--- src/rtl/stress_trend_detector_if.sv ---
// rtl/stress_trend_detector_if.sv - sample input and stable-event outputs of the stress trend detector
//
// Purpose: bundles the sample stream and the held event outputs.
// Ports (signals):
//   sample_valid, sample      : sample presented this cycle and its value
//   stable_pulse              : one-cycle pulse per stable event
//   stable_value              : run reference of the last event (held)
//   first, rising, falling    : classification of the last event (held)
//   delta                     : signed (value - baseline) of the last event (held)
//   busy                      : hold-off in progress
// Modports: master drives samples, slave (the detector) drives results.
interface stress_trend_detector_if #(
  parameter int WIDTH = 6
);
  logic             sample_valid;
  logic [WIDTH-1:0] sample;
  logic             stable_pulse;
  logic [WIDTH-1:0] stable_value;
  logic             first;
  logic             rising;
  logic             falling;
  logic [WIDTH:0]   delta;
  logic             busy;

  modport master (
    output sample_valid, sample,
    input  stable_pulse, stable_value, first, rising, falling, delta, busy
  );

  modport slave (
    input  sample_valid, sample,
    output stable_pulse, stable_value, first, rising, falling, delta, busy
  );
endinterface

--- src/rtl/stress_trend_detector.sv ---
// rtl/stress_trend_detector.sv - detects stable sample runs and reports their trend against the previous stable value
//
// Purpose: a reading is stable once DEPTH consecutive valid samples stay
// within TOL of the first sample of the run. Each stable reading is
// compared with the previous one (rise/fall/no change); a hold-off of
// HOLDOFF cycles follows every event, during which samples are ignored.
// Ports:
//   slow  : clock, all state changes on its rising edge
//   reset : synchronous, active-high
//   bus   : slave side of stress_trend_detector_if (samples in, results out)
module stress_trend_detector #(
  parameter int WIDTH   = 6,
  parameter int DEPTH   = 4,
  parameter int TOL     = 0,
  parameter int HOLDOFF = 4
) (
  input  logic                   slow,
  input  logic                   reset,
  stress_trend_detector_if.slave bus
);

  localparam logic [WIDTH-1:0] TOL_W   = TOL[WIDTH-1:0];
  localparam logic [3:0]       DEPTH_W = DEPTH[3:0];
  localparam logic [7:0]       HOLD_W  = HOLDOFF[7:0];

  typedef enum logic {
    S_FILL,
    S_HOLDOFF
  } state_t;

  state_t           state;
  state_t           state_next;

  logic [WIDTH-1:0] run_ref;
  logic [3:0]       run_len;
  logic [WIDTH-1:0] baseline;
  logic             baseline_valid;
  logic [7:0]       hold_cnt;

  logic             pulse_r;
  logic [WIDTH-1:0] value_r;
  logic             first_r;
  logic             rising_r;
  logic             falling_r;
  logic [WIDTH:0]   delta_r;

  logic             accept;
  logic [WIDTH-1:0] diff;
  logic             mismatch;
  logic [3:0]       len_next;
  logic             fire;
  logic [WIDTH:0]   delta_calc;

  // Distance is a plain unsigned absolute difference: no modular wrap.
  always_comb begin
    accept     = (state == S_FILL) && bus.sample_valid;
    diff       = (bus.sample >= run_ref) ? (bus.sample - run_ref) : (run_ref - bus.sample);
    mismatch   = (run_len == 4'd0) || (diff > TOL_W);
    len_next   = mismatch ? 4'd1 : (run_len + 4'd1);
    // A restarted run has length 1 and DEPTH >= 2, so a firing run never
    // has a freshly loaded reference: run_ref is the event value.
    fire       = accept && (len_next == DEPTH_W);
    delta_calc = {1'b0, run_ref} - {1'b0, baseline};
  end

  always_ff @(posedge slow) begin
    if (reset) begin
      state <= S_FILL;
    end else begin
      state <= state_next;
    end
  end

  always_comb begin
    state_next = state;
    case (state)
      S_FILL: begin
        if (fire && (HOLD_W != 8'd0)) begin
          state_next = S_HOLDOFF;
        end
      end
      S_HOLDOFF: begin
        if (hold_cnt == 8'd0) begin
          state_next = S_FILL;
        end
      end
      default: state_next = S_FILL;
    endcase
  end

  always_ff @(posedge slow) begin
    if (reset) begin
      run_ref        <= '0;
      run_len        <= '0;
      baseline       <= '0;
      baseline_valid <= 1'b0;
      hold_cnt       <= '0;
      pulse_r        <= 1'b0;
      value_r        <= '0;
      first_r        <= 1'b0;
      rising_r       <= 1'b0;
      falling_r      <= 1'b0;
      delta_r        <= '0;
    end else begin
      pulse_r <= 1'b0;
      if (state == S_HOLDOFF) begin
        hold_cnt <= hold_cnt - 8'd1;
      end
      if (accept) begin
        if (fire) begin
          pulse_r <= 1'b1;
          value_r <= run_ref;
          if (!baseline_valid) begin
            first_r   <= 1'b1;
            rising_r  <= 1'b0;
            falling_r <= 1'b0;
            delta_r   <= '0;
          end else begin
            first_r   <= 1'b0;
            rising_r  <= (run_ref > baseline);
            falling_r <= (run_ref < baseline);
            delta_r   <= delta_calc;
          end
          baseline       <= run_ref;
          baseline_valid <= 1'b1;
          run_len        <= '0;
          // Unused when HOLDOFF is 0: the FSM never enters S_HOLDOFF.
          hold_cnt       <= HOLD_W - 8'd1;
        end else begin
          run_len <= len_next;
          if (mismatch) begin
            run_ref <= bus.sample;
          end
        end
      end
    end
  end

  assign bus.stable_pulse = pulse_r;
  assign bus.stable_value = value_r;
  assign bus.first        = first_r;
  assign bus.rising       = rising_r;
  assign bus.falling      = falling_r;
  assign bus.delta        = delta_r;
  assign bus.busy         = (state == S_HOLDOFF);

endmodule
--- src/flat_wrapper.sv ---
// flat-port wrapper written by rule: the top's interface ports become plain ports
module stress_trend_detector_flat 
#(
  parameter int WIDTH   = 6,
  parameter int DEPTH   = 4,
  parameter int TOL     = 0,
  parameter int HOLDOFF = 4
)
  (slow, reset, bus_sample_valid, bus_sample, bus_stable_pulse, bus_stable_value, bus_first, bus_rising, bus_falling, bus_delta, bus_busy);
  stress_trend_detector_if #(.WIDTH(WIDTH)) bus_i ();
  input  logic slow;
  input  logic reset;
  input wire logic [$bits(bus_i.sample_valid)-1:0] bus_sample_valid;
  input wire logic [$bits(bus_i.sample)-1:0] bus_sample;
  output wire logic [$bits(bus_i.stable_pulse)-1:0] bus_stable_pulse;
  output wire logic [$bits(bus_i.stable_value)-1:0] bus_stable_value;
  output wire logic [$bits(bus_i.first)-1:0] bus_first;
  output wire logic [$bits(bus_i.rising)-1:0] bus_rising;
  output wire logic [$bits(bus_i.falling)-1:0] bus_falling;
  output wire logic [$bits(bus_i.delta)-1:0] bus_delta;
  output wire logic [$bits(bus_i.busy)-1:0] bus_busy;
  assign bus_i.sample_valid = bus_sample_valid;
  assign bus_i.sample = bus_sample;
  assign bus_stable_pulse = bus_i.stable_pulse;
  assign bus_stable_value = bus_i.stable_value;
  assign bus_first = bus_i.first;
  assign bus_rising = bus_i.rising;
  assign bus_falling = bus_i.falling;
  assign bus_delta = bus_i.delta;
  assign bus_busy = bus_i.busy;
  stress_trend_detector #(.WIDTH(WIDTH), .DEPTH(DEPTH), .TOL(TOL), .HOLDOFF(HOLDOFF)) u_core (.slow(slow), .reset(reset), .bus(bus_i));
endmodule
--- config.mk ---
export PLATFORM = sky130hd
export DESIGN_NAME = stress_trend_detector_flat
export DESIGN_NICKNAME = d
export VERILOG_FILES = /design/src/rtl/stress_trend_detector_if.sv /design/src/rtl/stress_trend_detector.sv /design/src/flat_wrapper.sv
export SDC_FILE = /design/constraint.sdc
export NUM_CORES = 1
export LEC_CHECK = 0
export ABC_AREA = 0
export CORE_MARGIN = 3
export CORE_UTILIZATION = 56
export CTS_CLUSTER_SIZE = 25
export DETAILED_ROUTE_END_ITERATION = 16
export HOLD_SLACK_MARGIN = 0.1
export PLACE_DENSITY_LB_ADDON = 0.08
export SKIP_LAST_GASP = 1
export SYNTH_ARGS = -nofsm -noshare
export SYNTH_HDL_FRONTEND = slang
export SYNTH_SLANG_ARGS = --single-unit
export TNS_END_PERCENT = 100
--- constraint.sdc ---
create_clock -name slow -period 3.3 [get_ports slow]
set_input_delay 0.66 -clock slow [delete_from_list [all_inputs] [get_ports slow]]
set_output_delay 0.66 -clock slow [all_outputs]
set_load 0.02 [all_outputs]
# [Yosys cells after proc, flatten, opt, wreduce, memory -nomap -nowiden]
# Index checks and enable logic that the tools add are counted.
[op_classes] n_addsub=5 magnitude_cmp=4 eq_ne=1 muxes=13 bitwise=3 n_reduce_logical=8
[op_table] operator="8-bit 2-to-1 mux" n=3
[op_table] operator="6-bit subtractor" n=2
[op_table] operator="8-bit zero test" n=1
[op_table] operator="4-bit 2-to-1 mux" n=2
[op_table] operator="8-bit by 1-bit subtractor with 8-bit output, second input constant" n=1
[op_table] operator="7-bit 2-to-1 mux" n=1
[op_table] operator="6-bit by 6-bit subtractor with 7-bit output" n=1
[op_table] operator="6-bit >= comparator" n=1
[op_table] operator="6-bit by 1-bit > comparator with 1-bit output, second input constant" n=1
[op_table] operator="6-bit > comparator" n=1
[op_table] operator="6-bit < comparator" n=1
[op_table] operator="6-bit 2-to-1 mux" n=1
[op_table] operator="1-bit 2-to-1 mux" n=5
[op_table] operator="4-bit by 1-bit adder with 4-bit output, second input constant" n=1
[op_table] operator="4-bit by 3-bit equality test with 1-bit output, second input constant" n=1
[op_table] operator="4-bit zero test" n=1
[op_table] operator="1-bit NOT" n=3
[op_table] operator="3-bit AND reduction" n=1
[op_table] operator="1-bit logical AND" n=2
[op_table] operator="1-bit one-hot mux with 2 select lines" n=1
[op_table] operator="2-bit AND reduction" n=1
[op_table] operator="2-bit OR reduction" n=1
[op_table] operator="1-bit logical OR" n=1
[totals] regBits=37 inputBits=9 output_inout_bits=18 word_cells=45

# [Depth between registers and ports, before layout]
# Gate-level depths: netlist of run 1.
[depth] word_depth=9 depth_mapped=11 depth_no_buf=11

# [Worst setup path before layout of run 1]
# No wires, ideal clock.
[synth_path] path_type="input port to flip-flop" startpoint="input port bus_sample[3]" endpoint="register u_core.baseline[5]" setup_time_ps=116 arrival_ps=2712 t_required_ps=3184 path_slack_ps=471 path_stages=10 n_path_buf=1 cell_sequence="inv_1 > ha_1 > and2_1 > o21a_1 > or3_4 > o31ai_4 > o211a_1 > nand2_4 > buf_6 > a31o_2"
[synth_between] elab_chain_len=8 word_cells_on_any_way=10 classes_between="add/sub (2); order compare (2); eq/ne (1); mux (2); reduce/logical (3)"
[synth_rtl] item="start, declared" line_no="flat_wrapper.sv:14" source="input wire logic [$bits(bus_i.sample)-1:0] bus_sample;"
[synth_rtl] item="6-bit subtractor / 6-bit >= comparator (equally long branches)" line_no="stress_trend_detector.sv:57" source="diff = (bus.sample >= run_ref) ? (bus.sample - run_ref) : (run_ref - bus.sample);"
[synth_rtl] item="6-bit 2-to-1 mux *" line_no="stress_trend_detector.sv:57"
[synth_rtl] item="6-bit by 1-bit > comparator with 1-bit output *" line_no="stress_trend_detector.sv:58" source="mismatch = (run_len == 4'd0) || (diff > TOL_W);"
[synth_rtl] item="1-bit logical OR *" line_no="stress_trend_detector.sv:58"
[synth_rtl] item="4-bit 2-to-1 mux *" line_no="stress_trend_detector.sv:59" source="len_next = mismatch ? 4'd1 : (run_len + 4'd1);"
[synth_rtl] item="4-bit by 3-bit equality test with 1-bit output *" line_no="stress_trend_detector.sv:62" source="fire = accept && (len_next == DEPTH_W);"
[synth_rtl] item="1-bit logical AND *" line_no="stress_trend_detector.sv:62"
[synth_rtl] item="2-bit AND reduction (no source line) *"
[synth_rtl] item="end signal, assigned" line_no="stress_trend_detector.sv:124" source="baseline <= run_ref;"
[synth_rtl] item="end, declared" line_no="stress_trend_detector.sv:36" source="logic [WIDTH-1:0] baseline;"
# Mark *: on every way between the ends. The rest lies on a longest branch, timed or not.
# A chain may end at the register's enable or synchronous reset.

# [Worst setup path after layout of run 1]
[layout_path] startpoint="input port bus_sample[3]" endpoint="register u_core.delta_r[4] (netlist: u_core.bus.delta[4])"
[layout_between] elab_chain_len=8 word_cells_on_any_way=10 classes_between="add/sub (2); order compare (2); eq/ne (1); mux (2); reduce/logical (3)"
[layout_rtl] item="6-bit subtractor / 6-bit >= comparator (equally long branches)" line_no="stress_trend_detector.sv:57"
[layout_rtl] item="6-bit 2-to-1 mux *" line_no="stress_trend_detector.sv:57"
[layout_rtl] item="6-bit by 1-bit > comparator with 1-bit output *" line_no="stress_trend_detector.sv:58"
[layout_rtl] item="1-bit logical OR *" line_no="stress_trend_detector.sv:58"
[layout_rtl] item="4-bit 2-to-1 mux *" line_no="stress_trend_detector.sv:59"
[layout_rtl] item="4-bit by 3-bit equality test with 1-bit output *" line_no="stress_trend_detector.sv:62"
[layout_rtl] item="1-bit logical AND *" line_no="stress_trend_detector.sv:62"
[layout_rtl] item="2-bit AND reduction (no source line) *"
[layout_rtl] item="end signal, assigned" line_no="stress_trend_detector.sv:122" source="delta_r <= delta_calc;"
[layout_rtl] item="end, declared" line_no="stress_trend_detector.sv:45" source="logic [WIDTH:0] delta_r;"
# Marks and branches as above.

==> out/results.tsv, run 1 <==
stage	metric	value	unit
global_route	vias in the first global route	2111	
worst_setup_path	worst path bufs/invs	2	
cts	Clock Tree Buf Depth	2	
cts	CTS tree	done	
cts	CTS Buf Count	5	
worst_setup_path	CP peak stage delay	0.48	ns
synthesis	Post-Syn Area per Cell	8.47	um^2
place	GPL Wtd Cong	0.862	
pwr	power density over the cells	420	nW/um^2
routing	Vias per Instance	5.94	
worst_setup_path	Largest delay share family, worst path	compound AO/OA/AOI/OAI gates	
routing	via count	2191	
sta	slew margin rel.	70.7	%
place	dpl ws	-0.105	ns
sta	Slew @ Worst Pin	0.436	ns
finish	area grow syn2layout	23.7	%
worst_setup_path	WP data required	3.50	ns
synthesis	Syn Std Cell Area	2350	um^2
sta	final worst setup slack	0.213	ns
routing	DRT antenna net count	0	
synthesis	Net Count, Synth	307	
global_route	initial antenna violation count	0	
routing	Residual DRC	0	
sta	final worst path period share	93.5	%
finish	n_diodes	0	
die	Initial Util	60.9	%
finish	final layout net count	350	
routing	DRT iter0 DRCs	128	
sta	RSZ-0062 raised after global routing	no	
worst_setup_path	Setup CP Type	input pin to flip-flop	
global_route	first-pass GRT wire length	9380	um
cts	H-tree Lvls	2	
synthesis	Post-synth top flop	dfxtp_1	
worst_setup_path	Worst setup EP type	flip-flop	
cts	Sink Count	37	
worst_setup_path	slowest CP cell	clkdlybuf4s50_1	
worst_setup_path	Startpoint Class	input pin	
global_route	All-Layer GR Usage	22.5	%
finish	cell area after layout	2900	um^2
synthesis	number of synthesized register bits	37	
cts	Setup Fix Bufs, Post-CTS	0	
global_route	total gr overflow	0	
cts	CTS root buf	clkbuf_8	
synthesis	Syn. warnings	0	
synthesis	Synth async-reset ratio	0	%
worst_setup_path	Critical Path AT	3.29	ns
synthesis	Post-Synthesis Cells	277	
sta	Fin. Hold Viols	0	
synthesis	sequential cell area fraction in the yosys report	31.6	%
cts	Worst-path clk slew	0.07	ns
place	Final HPWL DP	4030	um
finish	post-layout util	75.4	%
synthesis	Synth cell types	48	
global_route	largest net degree at the start of global routing	24	
cts	Clk Latency, worst-skew pair	0.29	ns
outcome	status	finished clean	
place	port bufs	26	
finish	ratio of cells with drive above 1 in the final layout	14.3	%
pwr	leakage power	1.16	nW
sta	Period minus WS final	3.09	ns
sta	Sum Neg Setup Slack	0	ns
die	IO Pins	27	
routing	WL final	5320	um
die	Die H	70.7	um
worst_setup_path	CP max FO	14	
pwr	maximum VDD drop	0.381	mV
die	core box area	3850	um^2
routing	DR pass1 iterations	4	
run	Max Cap Viol	0	
sta	fmax	0.324	GHz
hold_path	HP Class	flip-flop to flip-flop	
place	Placed Area	2780	um^2
worst_setup_path	critical path, cell by cell	clkdlybuf4s50_1, inv_1, ha_1, and2_1, o21a_1, or3_4, o31ai_4, o211a_1, nand2_4, o41ai_2	
sta	final setup fails	0	
die	die area	5000	um^2
finish	filler cell count	300	
routing	Routed WL per cell	14.4	um
sta	fin. max-slew vios	0	
synthesis	Post-synth EDFFs	0	
die	Cell Rows	22	
sta	Layout Skew	0.00699	ns
die	Die Span X	70.7	um
==> registers in the layout, summed over array words and instances (netlist names) <==
signal	count
u_core.baseline	6
u_core.bus.busy	1
u_core.hold_cnt	8
u_core.bus.falling	1
u_core.bus.rising	1
u_core.run_len	4
u_core.bus.stable_pulse	1
u_core.baseline_valid	1
u_core.bus.first	1
u_core.run_ref	6
u_core.bus.delta	7
==> cells in the mapped netlist, drive strengths merged (2+ instances only) <==
| master | n | area share [%] |
|---|---|---|
| clkbuf | 11 | 1.8 |
| ha | 20 | 11 |
| and2 | 2 | 0.53 |
| a21oi | 10 | 2.1 |
| mux2i | 2 | 0.85 |
| and4 | 2 | 0.75 |
| a31oi | 2 | 0.53 |
| a211oi | 3 | 1.2 |
| nand4 | 2 | 0.53 |
| dfxtp | 37 | 32 |
| or3 | 4 | 1.3 |
| nor3b | 2 | 0.64 |
| nor2b | 6 | 1.6 |
| xnor2 | 9 | 3.4 |
| xor2 | 4 | 1.5 |
| o311ai | 6 | 2.2 |
| o31ai | 6 | 2.5 |
| o21ba | 2 | 0.85 |
| a31o | 7 | 2.6 |
| inv | 27 | 4.3 |
| nand3 | 10 | 2.1 |
| a21o | 3 | 0.96 |
| nor2 | 8 | 1.3 |
| nand2 | 25 | 4.3 |
| o211ai | 7 | 2.8 |
| nor3 | 27 | 5.8 |
| or4 | 2 | 0.64 |
| o21a | 3 | 0.96 |
| a32oi | 6 | 2.2 |
| o21ai | 7 | 1.5 |
| nand2b | 2 | 0.53 |
| o41ai | 3 | 1.1 |
==> where the power goes <==
group	switching (mW)	internal [mW]	leakage [nW]
registers	0.0185	0.459	0.300
logic	0.188	0.153	0.801
clock network	0.156	0.246	0.0585
total	0.363	0.858	1.16
==> placed cells by master, fill, tap and decap left out, types with 7 or more instances in the layout <==
| cell type | count |
|---|---|
| buf_4 | 22 |
| inv_1 | 27 |
| nor3_1 | 27 |
| nor2_1 | 8 |
| a31o_2 | 7 |
| dfxtp_1 | 37 |
| o21ai_0 | 7 |
| a21oi_1 | 10 |
| clkdlybuf4s50_1 | 26 |
| xnor2_1 | 9 |
| nand3_1 | 10 |
| ha_1 | 20 |
| nand2_1 | 24 |
==> area by class of cell <==
class	instances	area [um^2]	area share [%]
tap	48	60.1	2.07
inverter	27	101	3.49
timing repair buffer	48	425	14.6
sequential	37	741	25.5
multi-input combinational	201	1460	50.3
clock buffer	7	86.3	2.97
clock inverter	1	30.0	1.03
==> metal layers <==
metal / GRT usage, % / vias up / routed length, um
met2: 35.8 / 48 / 2510
met4: 9.60 / 0 / 138
li1: - / 1106 / -
met1: 30.0 / 1023 / 2480
met5: 0 / - / 0
met3: 3.98 / 14 / 193
==> logic make-up (layout without fill, tap and decap cells) <==
kind of cell,count (synthesis),count (layout),share of synthesized area [%]
AND/OR/NAND/NOR,94,94,20.5
AO/OA/AOI/OAI,70,70,23.7
buffers and inverters,39,83,6.56
flip-flops,37,37,31.6
adder cells (fa/ha/maj),21,21,11.5
XOR/XNOR,13,13,4.85
multiplexers,3,3,1.33
==> timing repair <==
action | in CTS | in global routing
resized for setup | 0 | 1
setup endpoints to repair | 0 | 1
hold buffers | 0 | 0
==> tightest hold or removal path, cell delays in order, from the launching register on <==
cell	delay [ns]
dfxtp_1	0.31
nand2_1	0.05
mux2i_1	0.06
==> worst paths after layout <==
| path | startpoint | endpoint | slack, ns | depth (start not counted) |
|---|---|---|---|---|
| hold reg to reg | u_core.bus.delta[5]$_SDFFE_PP0P_ | u_core.bus.delta[5]$_SDFFE_PP0P_ | 0.47 | 2 |
| hold / removal | u_core.bus.delta[5]$_SDFFE_PP0P_ | u_core.bus.delta[5]$_SDFFE_PP0P_ | 0.47 | 2 |
| setup / recovery | bus_sample[3] | u_core.bus.delta[4]$_SDFFE_PP0P_ | 0.21 | 10 |
| setup reg to reg | u_core.run_ref[1]$_SDFFE_PP0P_ | u_core.bus.delta[4]$_SDFFE_PP0P_ | 0.70 | 8 |
==> through the flow <==
step / instances / hold slack, ns / total power, mW
detailed placement: 361 / 0.460 / 0.822
global placement: 361 / 0.446 / 0.814
global route: 369 / 0.495 / 1.28
finish: 369 / 0.466 / 1.22
CTS: 369 / 0.470 / 1.22
floorplan: 277 / 0.472 / 0.715
(Power assumes the default switching activity.)
==> run 2: changes to the inputs <==
--- a/config.mk
+++ b/config.mk
@@ -12,6 +12,7 @@
 export DETAILED_ROUTE_END_ITERATION = 16
 export HOLD_SLACK_MARGIN = 0.1
 export PLACE_DENSITY_LB_ADDON = 0.08
+export RECOVER_POWER = 25
 export SKIP_LAST_GASP = 1
 export SYNTH_ARGS = -nofsm -noshare
 export SYNTH_HDL_FRONTEND = slang
==> out/results.tsv, run 2 (synthesis gave the netlist of run 1 again) <==
stage	metric	value	unit
routing	via count	2193	
die	Initial Util	60.9	%
worst_setup_path	Setup CP Type	input pin to flip-flop	
global_route	global routing's busiest layer	met2	
die	Cell Rows	22	
routing	WL final	5320	um
sta	Fin. Hold Viols	0	
cts	Clk Latency, worst-skew pair	0.29	ns
sta	Sum Neg Setup Slack	0	ns
global_route	largest net degree at the start of global routing	24	
routing	Routed WL per cell	14.4	um
routing	DRT iter0 DRCs	128	
finish	max reg flops	8	
sta	Layout Skew	0.00695	ns
worst_setup_path	RR Startpoint	u_core.run_ref[1]$_SDFFE_PP0P_	
routing	Residual DRC	0	
worst_setup_path	Startpoint Class	input pin	
global_route	vias in the first global route	2111	
hold_path	hold path startpoint	u_core.bus.delta[5]$_SDFFE_PP0P_	
place	GPL Wtd Cong	0.862	
sta	fmax	0.324	GHz
finish	commonest non-fill, non-tap cell in the layout	dfxtp_1	
finish	n_diodes	0	
pwr	leakage power	1.21	nW
pwr	PnR Total Power	1.22	mW
global_route	met1 usage	30.0	%
sta	final setup fails	0	
worst_setup_path	Critical Path AT	3.29	ns
finish	area grow syn2layout	23.7	%
place	Final HPWL DP	4030	um
cts	Sink Count	37	
worst_setup_path	R2R cell count	8	
sta	fin. max-slew vios	0	
sta	Period minus WS final	3.09	ns
hold_path	HP Class	flip-flop to flip-flop	
sta	final worst path period share	93.5	%
pwr	maximum VDD drop	0.382	mV
finish	final layout net count	350	
worst_setup_path	critical path, cell by cell	clkdlybuf4s50_1, inv_1, ha_1, and2_1, o21a_1, or3_4, o31ai_4, o211a_1, nand2_4, o41ai_2	
place	port bufs	26	
worst_setup_path	setup slack, reg-to-reg	0.70	ns
worst_setup_path	WP data required	3.50	ns
die	die area	5000	um^2
worst_setup_path	CP max FO	14	
cts	CTS tree	done	
cts	CTS root buf	clkbuf_8	
worst_setup_path	worst reg2reg endpoint	u_core.bus.delta[4]$_SDFFE_PP0P_	
cts	Worst-path clk slew	0.07	ns
finish	Multi-input gate area	1460	um^2
routing	DRT antenna net count	0	
worst_setup_path	CP peak stage delay	0.48	ns
finish	ratio of cells with drive above 1 in the final layout	14.3	%
hold_path	Hold Path Sink	u_core.bus.delta[5]$_SDFFE_PP0P_	
outcome	status	finished clean	
run	Max Cap Viol	0	
worst_setup_path	Worst setup EP type	flip-flop	
global_route	met3 Usage GRT	3.98	%
sta	slew margin rel.	70.7	%
die	core box area	3850	um^2
finish	largest reg by FF count	u_core.hold_cnt	
worst_setup_path	slowest CP cell	clkdlybuf4s50_1	
hold_path	Hold Path Cell Cnt	2	
cts	Setup Fix Bufs, Post-CTS	0	
routing	Vias per Instance	5.94	
finish	most frequent cells in the layout	37 x dfxtp_1, 27 x inv_1, 27 x nor3_1, 24 x nand2_1, 22 x buf_4	
sta	hold_ws	0.463	ns
sta	Slew @ Worst Pin	0.436	ns
global_route	All-Layer GR Usage	22.5	%
cts	Clock Tree Buf Depth	2	
sta	RSZ-0062 raised after global routing	no	
die	Die H	70.7	um
global_route	grt met2 use	35.8	%
die	IO Pins	27	
global_route	first-pass GRT wire length	9380	um
cts	CTS Buf Count	5	
die	Die Span X	70.7	um
finish	filler cell count	300	
finish	Reg area	741	um^2
pwr	power density over the cells	421	nW/um^2
global_route	initial antenna violation count	0	
routing	DR pass1 iterations	4	
cts	H-tree Lvls	2	
global_route	total gr overflow	0	
-- run 2: changes by cell type in the layout (fill, tap and decap cells not counted), sizes merged --
cell           delta
dlygate4sd3      +13
clkdlybuf4s50    -13
-- run 2: metrics by stage --
stage                     cells  setup WS [ns]  instance area, um^2  util [%]
final                       369          0.214                 2900      75.4
after global routing        369         0.0370                 2900      75.4
after CTS                   369          0.186                 2900      75.2
after detailed placement    361         -0.105                 2780      72.1
after global placement      361        -0.0691                 2780      72.1
after floorplan             277          0.471                 2350         -
-- run 2: how the worst max path moves through the flow --
| stage | from | end | slack, ns | depth (start not counted) |
|---|---|---|---|---|
| after floorplan | bus_sample[3] | u_core.baseline[5]$_SDFFE_PP0P_ | 0.47 | 10 |
| after global placement | bus_sample[3] | u_core.bus.delta[4]$_SDFFE_PP0P_ | -0.07 | 10 |
| after detailed placement | bus_sample[3] | u_core.bus.delta[4]$_SDFFE_PP0P_ | -0.10 | 10 |
| after CTS | bus_sample[3] | u_core.bus.delta[4]$_SDFFE_PP0P_ | 0.19 | 10 |
| after global routing | bus_sample[1] | u_core.bus.delta[4]$_SDFFE_PP0P_ | 0.04 | 10 |
| final | bus_sample[3] | u_core.bus.delta[4]$_SDFFE_PP0P_ | 0.21 | 10 |
-- run 2: what timing repair did --
item,4_1_cts,5_1_grt
hold buffers,0,0
setup endpoints to repair,0,1
resized for setup,0,1
-- run 2: cell type report --
type	instances	area share, %
Inverter	27	3.49
Timing Repair Buffer	48	14.6
Clock buffer	7	2.97
Tap cell	48	2.07
Clock inverter	1	1.03
Multi-Input combinational cell	201	50.3
Sequential cell	37	25.5
-- run 2: metal layers --
layer | wire length [um] | share of wire [%] | up-vias
met5 | 0 | 0 | -
met4 | 138 | 2.6 | 0
met1 | 2490 | 47 | 1023
met3 | 189 | 3.5 | 14
met2 | 2500 | 47 | 48
li1 | - | - | 1108
-- run 2: worst max-delay path: cells and delay by family --
family | cells | cell delay (ns)
adders and majority gates | 1 | 0.35
and+or+nand+nor | 3 | 0.66
buffers and inverters | 2 | 0.54
AOI/OAI and AO/OA | 4 | 1.07
-- run 2: power breakdown --
part / switching (mW) / internal, mW
clock network: 0.156 / 0.246
registers: 0.0185 / 0.459
logic: 0.188 / 0.153
==> run 3: changes to the inputs <==
--- a/config.mk
+++ b/config.mk
@@ -7,7 +7,7 @@
 export LEC_CHECK = 0
 export ABC_AREA = 0
 export CORE_MARGIN = 3
-export CORE_UTILIZATION = 56
+export CORE_UTILIZATION = 40
 export CTS_CLUSTER_SIZE = 25
 export DETAILED_ROUTE_END_ITERATION = 16
 export HOLD_SLACK_MARGIN = 0.1
==> out/results.tsv, run 3 (synthesis gave the netlist of run 1 again) <==
stage	metric	value	unit
global_route	vias in the first global route	1993	
run	Max Cap Viol	0	
pwr	Seq pwr share	37.2	%
finish	Reg area	741	um^2
worst_setup_path	WP data required	3.49	ns
cts	CTS tree	done	
finish	final layout net count	353	
die	Die H	82.6	um
cts	Clk Latency, worst-skew pair	0.29	ns
sta	Fin. Hold Viols	0	
pwr	leakage power	1.22	nW
pwr	Net Sw Frac	29.1	%
worst_setup_path	CP max FO	15	
worst_setup_path	worst reg2reg endpoint	u_core.bus.delta[4]$_SDFFE_PP0P_	
place	GPL Wtd Cong	0.737	
sta	Period minus WS final	3.11	ns
global_route	first-pass GRT wire length	9140	um
worst_setup_path	Worst setup EP type	flip-flop	
hold_path	Hold Path Cell Cnt	2	
worst_setup_path	Critical Path AT	3.31	ns
finish	area grow syn2layout	26.4	%
sta	final worst setup slack	0.187	ns
global_route	total gr overflow	0	
routing	Vias per Instance	5.34	
cts	Clock Tree Buf Depth	2	
pwr	power density over the cells	432	nW/um^2
finish	n_diodes	0	
finish	Multi-input gate area	1450	um^2
die	IO Pins	27	
sta	Layout Skew	0.00501	ns
sta	final worst path period share	94.3	%
cts	CTS root buf	clkbuf_8	
global_route	largest net degree at the start of global routing	24	
cts	Resized cells post-CTS	0	
finish	post-layout util	52.9	%
sta	slew margin rel.	73.9	%
cts	H-tree Lvls	2	
die	die area	6820	um^2
finish	largest reg by FF count	u_core.hold_cnt	
routing	Residual DRC	0	
pwr	Comb power frac	26.4	%
sta	final setup fails	0	
finish	ratio of cells with drive above 1 in the final layout	15.1	%
sta	fin. max-slew vios	0	
routing	DRT iter0 DRCs	101	
finish	max reg flops	8	
hold_path	HP Class	flip-flop to flip-flop	
worst_setup_path	RR Startpoint	u_core.run_ref[1]$_SDFFE_PP0P_	
cts	Sink Count	37	
worst_setup_path	R2R cell count	8	
pwr	sw power	0.373	mW
worst_setup_path	setup slack, reg-to-reg	0.65	ns
place	port bufs	26	
routing	via count	2116	
cts	CTS Buf Count	5	
place	dpl ws	-0.101	ns
sta	fmax	0.321	GHz
finish	filler cell count	571	
sta	RSZ-0062 raised after global routing	no	
sta	Slew @ Worst Pin	0.389	ns
finish	commonest non-fill, non-tap cell in the layout	dfxtp_1	
worst_setup_path	CP Capture Point	u_core.bus.delta[4]$_SDFFE_PP0P_	
pwr	maximum VDD drop	0.250	mV
die	Initial Util	41.9	%
pwr	Clock power frac	36.4	%
cts	Worst-path clk slew	0.07	ns
routing	WL final	5310	um
pwr	PnR Total Power	1.28	mW
finish	most frequent cells in the layout	37 x dfxtp_1, 27 x inv_1, 27 x nor3_1, 25 x buf_4, 24 x nand2_1	
outcome	status	finished clean	
die	Die Span X	82.6	um
global_route	All-Layer GR Usage	17.2	%
cts	CTS hold repair buffers	0	
routing	DR pass1 iterations	4	
routing	DRT antenna net count	0	
sta	Sum Neg Setup Slack	0	ns
worst_setup_path	Setup CP Type	input pin to flip-flop	
die	core box area	5610	um^2
global_route	initial antenna violation count	0	
place	Final HPWL DP	3970	um
cts	Setup Fix Bufs, Post-CTS	0	
routing	Routed WL per cell	13.4	um
worst_setup_path	Startpoint Class	input pin	
die	Cell Rows	27	
pwr	P_int	0.910	mW
worst_setup_path	launch point of the critical path	bus_sample[1]	
==> run 3: changes by cell type in the layout (fill, tap and decap cells not counted), sizes merged <==
cell | before | now
buf | 22 | 25
bufinv | 1 | 2
clkbuf | 7 | 5
clkinv | 0 | 1
==> run 3: area by class of cell <==
type | instances | share of cell area, %
clock inverter | 3 | 2.19
multi-input combinational | 201 | 49.0
clock buffer | 5 | 2.32
tap | 72 | 3.04
inverter | 27 | 3.42
sequential | 37 | 25.0
timing repair buffer | 51 | 15.1
==> run 3: worst max-delay path: stages <==
cell and delay [ns]:
clkdlybuf4s50_1 0.48, inv_1 0.06, ha_1 0.30, nor2b_1 0.16, o21ba_2 0.21, or3_4 0.37, o31ai_4 0.30, o211a_1 0.26
nand2_4 0.14, o41ai_1 0.36
==> run 3: metrics by stage <==
stage,hold WS [ns],std cells,area [um^2]
floorplan,0.472,277,2350
global placement,0.455,388,2830
detailed placement,0.450,388,2830
CTS,0.471,396,2970
global route,0.479,396,2970
finish,0.465,396,2970
==> run 3: layer usage <==
layer / GRT usage, % / vias up / share of wire, % / wire length, um
li1: - / 1107 / - / -
met1: 23.8 / 974 / 50 / 2670
met2: 26.8 / 29 / 45 / 2390
met3: 3.47 / 6 / 3.2 / 171
met4: 5.39 / 0 / 1.4 / 72
met5: 0 / - / 0 / 0
==> run 3: worst min path at each step <==
stage	end	from	slack [ns]
global route	u_core.bus.rising$_SDFFE_PP0P_	u_core.bus.rising$_SDFFE_PP0P_	0.48
global placement	u_core.bus.delta[5]$_SDFFE_PP0P_	u_core.bus.delta[5]$_SDFFE_PP0P_	0.46
CTS	u_core.bus.rising$_SDFFE_PP0P_	u_core.bus.rising$_SDFFE_PP0P_	0.47
finish	u_core.bus.rising$_SDFFE_PP0P_	u_core.bus.rising$_SDFFE_PP0P_	0.46
detailed placement	u_core.bus.rising$_SDFFE_PP0P_	u_core.bus.rising$_SDFFE_PP0P_	0.45
floorplan	u_core.bus.delta[1]$_SDFFE_PP0P_	u_core.baseline_valid$_SDFFE_PP0P_	0.47
==> run 3: power groups by stage <==
stage | Combinational [mW] | Clock [mW] | Sequential [mW]
4_1_cts | 0.339 | 0.483 | 0.477
3_5_place_dp | 0.336 | 0 | 0.487
2_1_floorplan | 0.234 | 0 | 0.481
3_3_place_gp | 0.335 | 0 | 0.487
6_report | 0.339 | 0.467 | 0.477
5_1_grt | 0.381 | 0.501 | 0.480
